$ cat src/rtl/addr_gen_pkg.sv
// ---------------------------------------------------------------------------
// addr_gen_pkg
//   Shared definitions for the programmable address generator:
//   - ag_state_e    : sequencer state (AG_IDLE / AG_RUN)
//   - AG_ADDR_W_DEF : default address width
//   - AG_CNT_W_DEF  : default index/length width
// ---------------------------------------------------------------------------
package addr_gen_pkg;

    localparam int unsigned AG_ADDR_W_DEF = 13;
    localparam int unsigned AG_CNT_W_DEF  = 13;

    typedef enum logic {
        AG_IDLE = 1'b0,
        AG_RUN  = 1'b1
    } ag_state_e;

endpackage

$ cat src/rtl/addr_gen_prog_if.sv
// ---------------------------------------------------------------------------
// addr_gen_prog_if
//   Control/config and address stream bundle of the address generator.
//   master : the controlling side (drives start/stop/config/ack, reads addr)
//   slave  : the generator itself
//   Signals:
//     start, stop          - (re)start / abort requests
//     base, stride, last,
//     wrap                 - sequence config, sampled on start
//     ack                  - consumer accepted the current addr
//     addr, idx            - current address and its index in the pass
//     status               - 1 while addresses are available
//     done                 - one-cycle pulse after the last address of a pass
// ---------------------------------------------------------------------------
interface addr_gen_prog_if #(
    parameter int unsigned ADDR_W = addr_gen_pkg::AG_ADDR_W_DEF,
    parameter int unsigned CNT_W  = addr_gen_pkg::AG_CNT_W_DEF
);

    logic              start;
    logic              stop;
    logic [ADDR_W-1:0] base;
    logic [ADDR_W-1:0] stride;
    logic [CNT_W-1:0]  last;
    logic              wrap;
    logic              ack;
    logic [ADDR_W-1:0] addr;
    logic [CNT_W-1:0]  idx;
    logic              status;
    logic              done;

    modport master (
        output start, stop, base, stride, last, wrap, ack,
        input  addr, idx, status, done
    );

    modport slave (
        input  start, stop, base, stride, last, wrap, ack,
        output addr, idx, status, done
    );

endinterface

$ cat src/rtl/addr_gen_prog.sv
// ---------------------------------------------------------------------------
// addr_gen_prog
//   Programmable address generator for memory-streaming ports. Emits
//   base + k*stride (mod 2^ADDR_W) for k = 0..last, advancing one step per
//   accepted ack. Supports one-shot and circular (wrap) passes, restart via
//   start and abort via stop. With AUTO_START=1 it leaves reset streaming
//   0..2^ADDR_W-1 one-shot, standing in for a plain address counter.
//
//   Ports:
//     clk  - clock
//     rstx - asynchronous active-low reset
//     bus  - addr_gen_prog_if.slave (config/handshake in, address stream out)
//
//   Edge priority: start > stop > ack. All outputs come straight from flops.
// ---------------------------------------------------------------------------
module addr_gen_prog
    import addr_gen_pkg::*;
#(
    parameter int unsigned ADDR_W     = AG_ADDR_W_DEF,
    parameter int unsigned CNT_W      = AG_CNT_W_DEF,
    parameter bit          AUTO_START = 1'b1
) (
    input logic                  clk,
    input logic                  rstx,
    addr_gen_prog_if.slave       bus
);

    // Reset image: AUTO_START selects "running 0,1,2,... one-shot over the
    // whole index range" versus "idle with everything cleared".
    localparam ag_state_e         RstState  = AUTO_START ? AG_RUN : AG_IDLE;
    localparam logic [ADDR_W-1:0] RstStride = ADDR_W'(AUTO_START);
    localparam logic [CNT_W-1:0]  RstLast   = {CNT_W{AUTO_START}};

    // -----------------------------------------------------------------------
    // State and config registers
    // -----------------------------------------------------------------------
    ag_state_e         state_q,  state_d;
    logic [ADDR_W-1:0] addr_q,   addr_d;
    logic [CNT_W-1:0]  idx_q,    idx_d;
    logic              done_q,   done_d;
    logic [ADDR_W-1:0] base_q,   base_d;
    logic [ADDR_W-1:0] stride_q, stride_d;
    logic [CNT_W-1:0]  last_q,   last_d;
    logic              wrap_q,   wrap_d;

    // -----------------------------------------------------------------------
    // Datapath: one adder, one incrementer, one comparator
    // -----------------------------------------------------------------------
    logic [ADDR_W-1:0] addr_step;
    logic [CNT_W-1:0]  idx_step;
    logic              at_last;

    // Modulo-2^ADDR_W wrap of the address is intentional.
    assign addr_step = addr_q + stride_q;
    assign idx_step  = idx_q + CNT_W'(1);
    assign at_last   = (idx_q == last_q);

    // -----------------------------------------------------------------------
    // Next-state logic
    // -----------------------------------------------------------------------
    always_comb begin
        state_d  = state_q;
        addr_d   = addr_q;
        idx_d    = idx_q;
        done_d   = 1'b0;
        base_d   = base_q;
        stride_d = stride_q;
        last_d   = last_q;
        wrap_d   = wrap_q;

        if (bus.start) begin
            // Any in-flight pass is dropped silently.
            base_d   = bus.base;
            stride_d = bus.stride;
            last_d   = bus.last;
            wrap_d   = bus.wrap;
            addr_d   = bus.base;
            idx_d    = '0;
            state_d  = AG_RUN;
        end else if (bus.stop) begin
            // Abort keeps addr/idx so the consumer can see where it stopped.
            state_d = AG_IDLE;
        end else begin
            unique case (state_q)
                AG_RUN: begin
                    if (bus.ack) begin
                        if (at_last) begin
                            done_d = 1'b1;
                            if (wrap_q) begin
                                addr_d = base_q;
                                idx_d  = '0;
                            end else begin
                                // One-shot end: hold final addr/idx.
                                state_d = AG_IDLE;
                            end
                        end else begin
                            addr_d = addr_step;
                            idx_d  = idx_step;
                        end
                    end
                end
                AG_IDLE: begin
                    // ack is ignored while idle.
                end
                default: begin
                    state_d = AG_IDLE;
                end
            endcase
        end
    end

    // -----------------------------------------------------------------------
    // Registers
    // -----------------------------------------------------------------------
    always_ff @(posedge clk or negedge rstx) begin
        if (!rstx) begin
            state_q  <= RstState;
            addr_q   <= '0;
            idx_q    <= '0;
            done_q   <= 1'b0;
            base_q   <= '0;
            stride_q <= RstStride;
            last_q   <= RstLast;
            wrap_q   <= 1'b0;
        end else begin
            state_q  <= state_d;
            addr_q   <= addr_d;
            idx_q    <= idx_d;
            done_q   <= done_d;
            base_q   <= base_d;
            stride_q <= stride_d;
            last_q   <= last_d;
            wrap_q   <= wrap_d;
        end
    end

    // -----------------------------------------------------------------------
    // Outputs
    // -----------------------------------------------------------------------
    assign bus.addr   = addr_q;
    assign bus.idx    = idx_q;
    assign bus.status = (state_q == AG_RUN);
    assign bus.done   = done_q;

endmodule

$ cat src/flat_wrapper.sv
// flat-port wrapper written by rule: the top's interface ports become plain ports
module addr_gen_prog_flat import addr_gen_pkg::*;
#(
    parameter int unsigned ADDR_W     = AG_ADDR_W_DEF,
    parameter int unsigned CNT_W      = AG_CNT_W_DEF,
    parameter bit          AUTO_START = 1'b1
)
  (clk, rstx, bus_start, bus_stop, bus_base, bus_stride, bus_last, bus_wrap, bus_ack, bus_addr, bus_idx, bus_status, bus_done);
  addr_gen_prog_if #(.ADDR_W(ADDR_W), .CNT_W(CNT_W)) bus_i ();
  input logic clk;
  input logic rstx;
  input wire logic [$bits(bus_i.start)-1:0] bus_start;
  input wire logic [$bits(bus_i.stop)-1:0] bus_stop;
  input wire logic [$bits(bus_i.base)-1:0] bus_base;
  input wire logic [$bits(bus_i.stride)-1:0] bus_stride;
  input wire logic [$bits(bus_i.last)-1:0] bus_last;
  input wire logic [$bits(bus_i.wrap)-1:0] bus_wrap;
  input wire logic [$bits(bus_i.ack)-1:0] bus_ack;
  output wire logic [$bits(bus_i.addr)-1:0] bus_addr;
  output wire logic [$bits(bus_i.idx)-1:0] bus_idx;
  output wire logic [$bits(bus_i.status)-1:0] bus_status;
  output wire logic [$bits(bus_i.done)-1:0] bus_done;
  assign bus_i.start = bus_start;
  assign bus_i.stop = bus_stop;
  assign bus_i.base = bus_base;
  assign bus_i.stride = bus_stride;
  assign bus_i.last = bus_last;
  assign bus_i.wrap = bus_wrap;
  assign bus_i.ack = bus_ack;
  assign bus_addr = bus_i.addr;
  assign bus_idx = bus_i.idx;
  assign bus_status = bus_i.status;
  assign bus_done = bus_i.done;
  addr_gen_prog #(.ADDR_W(ADDR_W), .CNT_W(CNT_W), .AUTO_START(AUTO_START)) u_core (.clk(clk), .rstx(rstx), .bus(bus_i));
endmodule
$ cat config.mk
export PLATFORM = sky130hd
export DESIGN_NAME = addr_gen_prog_flat
export DESIGN_NICKNAME = d
export VERILOG_FILES = /design/src/rtl/addr_gen_pkg.sv /design/src/rtl/addr_gen_prog_if.sv /design/src/rtl/addr_gen_prog.sv /design/src/flat_wrapper.sv
export SDC_FILE = /design/constraint.sdc
export NUM_CORES = 1
export LEC_CHECK = 0
export CAP_MARGIN = 20
export CORE_AREA = 5 5 92 94
export DETAILED_ROUTE_END_ITERATION = 6
export DIE_AREA = 0 0 97 99
export DONT_BUFFER_PORTS = 1
export GPL_TIMING_DRIVEN = 0
export HOLD_SLACK_MARGIN = 0.08
export PLACE_DENSITY = 0.68
export SYNTH_ARGS = -nofsm -noshare
export SYNTH_HDL_FRONTEND = slang
export SYNTH_SLANG_ARGS = --single-unit
$ cat constraint.sdc
create_clock -name clk -period 3.3 [get_ports clk]
set_clock_uncertainty 0.15 [all_clocks]
set_input_delay 0.66 -clock clk [delete_from_list [all_inputs] [get_ports clk]]
set_output_delay 0.66 -clock clk [all_outputs]
set_load 0.02 [all_outputs]
==> results.md <==
* Initial drt markers at 230
* Period utilization at between 80 and 90%
* CTS root buffer: clkbuf_8
* Final Wtd Congestion at between 0.8 and 0.9
* Total die area at slightly below 10000 um^2
* Worst flop-to-flop path startpoint: u_core.bus.addr[0]$_DFFE_PN0P_
* GRT overflow at 0
* Post-Route WL at 8598 um
* Final setup violation count at 0
* Synthesized Nets at 392
* Slew headroom at 51.01%
* PD cells at about 560 nW/um^2
* Placeable Area at 7567 um^2
* Synth area leaders: dfrtp_1 (36%), mux2_2 (12%), dfstp_2 (11%), o21ai_0 (5.4%), ha_1 (4.5%)
* Slew Viols, Final at 0
* Global-route wire length before repair at roughly 14000 um
* Worst Setup End Kind: flop
* Post-Synthesis Cells at 333
* Global Route Usage Sum at 18.95%
* Vias per cell at 5.848
* Port bufs at 0
* Synth Area per Inst at 10.95 um^2
* RSZ-0062 raised after global routing: false
* Fin crit period at 2.803 ns
* Ports at 73
* Vias in the first global route at 2700
* H-tree depth at 3
* Die H at 99 um
* Slew @ Worst Pin at 0.7309 ns
* Area share of the largest cell type after synthesis at 36.36%
* Initial antenna violation count at 0
* Layout cells sized above 1 at 22.51%
* Kind of critical path: flop to flop
* Layout Nets at slightly above 400
* Final hold vios at 0
* Row count at 32
* Post-synthesis register bit count at 68
* Area leader, netlist: dfrtp_1
* Worst Hold Class: primary input to flop
* Worst-Skew Late Latency at around 0.35 ns
* Post-CTS sizing at 0
* Clk buf depth at 2
* CTS Hold Bufs at 2
* CP Launch Point: u_core.bus.addr[0]$_DFFE_PN0P_
* LEAKAGE at 0.001609 uW
* Die W at 97 um
* Initial Util at 48.20%
* Min-delay src: bus_base[11]
* Max FO, Critical Path at 3
* CTS sink cnt at 68
* P&R area growth vs syn at 9.022%
* Detailed placement HPWL at 6194 um
* Library cells used by synthesis at 49
* Post-route ant nets at 0
* Max Cap Violations at 0
* Fmax at 0.3568 GHz
* Post-CTS Setup Bufs at 0
* DR pass1 iterations at 4
* TNS Setup at 0 ns
* Layout Cell Area excl Fill at 3976 um^2
* Placed cell areas at 3775 um^2
* CP Data Arrival Time at 2.85 ns
* # DRC at 0
* Antenna cells at 0
* Yosys warns at 0
* Worst-path clk slew at 0.07 ns
* Post-Syn Area at 3647 um^2
* Post-synthesis sequential area ratio at a little under half
* CTS Buf Count at 9
* Total number of vias at approximately 2600
* Peak supply drop at 0.0002418 V
* Routed len/inst at 18.98 um
* Crit start category: flop
* Largest net degree at the start of global routing at 69
* Outcome: completed
* CP Data Required Time at 3.34 ns
* Filler instances at 668
* TritonCTS clock tree: yes
critical path, cell delays in order (launching register included):
cell	delay, ns
dfrtp_1	0.47
ha_1	0.29
fa_1	0.43
a211oi_1	0.33
o21ai_0	0.23
a21o_1	0.23
a41oi_1	0.28
xor2_1	0.17
a21oi_1	0.08
sequential cells by signal, summed over array words and instances (netlist names):
| signal | cells |
|---|---|
| u_core.bus.idx | 13 |
| u_core.bus.addr | 13 |
| u_core.base_q | 13 |
| u_core.wrap_q | 1 |
| u_core.bus.status | 1 |
| u_core.last_q | 13 |
| u_core.bus.done | 1 |
| u_core.stride_q | 13 |
synthesized netlist by cell type (all sizes together):
cell type and number:
nand3b 2, o21ai 39, clkbuf 5, fa 1, a221oi 1, a21oi 9, nor2b 3, a21o 4
mux2 38, nor4 2, and2 1, and3 3, or4 2, a41oi 1, ha 13, nand3 9
xnor2 16, nor3 14, a31o 1, buf 10, inv 8, o21bai 2, a311oi 2, xor2 5
nand4 5, nor2 9, nand2b 3, a221o 1, nand2 22, a31oi 1, a222oi 3, a22oi 3
o21a 1, a22o 3, a32oi 1, mux2i 4, dfrtp 53, and4b 1, a211oi 8, dfstp 15
o31ai 7, nor3b 2
path summary, 6_finish.rpt:
| path | end | slack (ns) | depth (start not counted) |
|---|---|---|---|
| worst max-delay path | u_core.bus.addr[10]$_DFFE_PN0P_ | 0.50 | 8 |
| worst min-delay path | u_core.base_q[11]$_DFFE_PN0P_ | 0.28 | 2 |
| worst max register to register | u_core.bus.addr[10]$_DFFE_PN0P_ | 0.50 | 8 |
| worst min register to register | u_core.bus.addr[7]$_DFFE_PN0P_ | 0.34 | 2 |
| max in group asynchronous | u_core.stride_q[0]$_DFFE_PN1P_ | 1.96 | 2 |
| min in group asynchronous | u_core.bus.idx[1]$_DFFE_PN0P_ | 0.73 | 2 |
cell usage in the layout, fill, tap and decap left out, types with 10 or more instances in the layout:
cell	instances
o21ai_0	39
nor3_1	12
mux2_2	38
dfstp_2	15
xnor2_1	16
ha_1	13
nand2_1	21
clkbuf_8	10
dfrtp_1	53
layout make-up:
type                       count  area (um^2)  area share, %
tap                          102        127.6          3.210
timing repair buffer           2        37.54         0.9440
sequential                    68         1720          43.27
inverter                       8        30.03         0.7552
buffer                        15        80.08          2.014
multi-input combinational    242         1817          45.69
clock buffer                  13        148.9          3.745
clock inverter                 3        15.01         0.3776
logic make-up after synthesis:
kind of cell | after synthesis | share of synthesized area [%]
compound gates | 87 | 15.16
simple gates | 78 | 11.77
flops | 68 | 47.17
mux | 42 | 12.83
buf+inv | 23 | 3.019
xor+xnor | 21 | 5.043
fa+ha+maj | 14 | 5.009
routing by layer:
layer,track usage [%],wire length [um],up-vias
met5,0,0,-
met3,6.157,841,13
met1,25.73,3733,1280
met4,7.451,141,0
li1,-,-,1257
met2,28.18,3881,99
per-stage QoR:
stage               hold WS, ns  setup slack (ns)  instances  utilization, %  total power [uW]
floorplan                0.2144            0.8140        333               -              1489
global placement         0.2162            0.5851        435           49.88              1591
detailed placement       0.2170            0.5824        435           49.88              1603
CTS                      0.2727            0.5076        453           52.55              2224
global route             0.2888            0.2960        453           52.55              2347
finish                   0.2835            0.4971        453           52.55              2208
where the power goes:
group	internal [uW]	leakage, uW	total (uW)	switching [uW]
combinational	252	0.000711	546	294
sequential	937	0.000811	1070	137
clock	290	0.0000872	589	298
(Power assumes the default switching activity.)
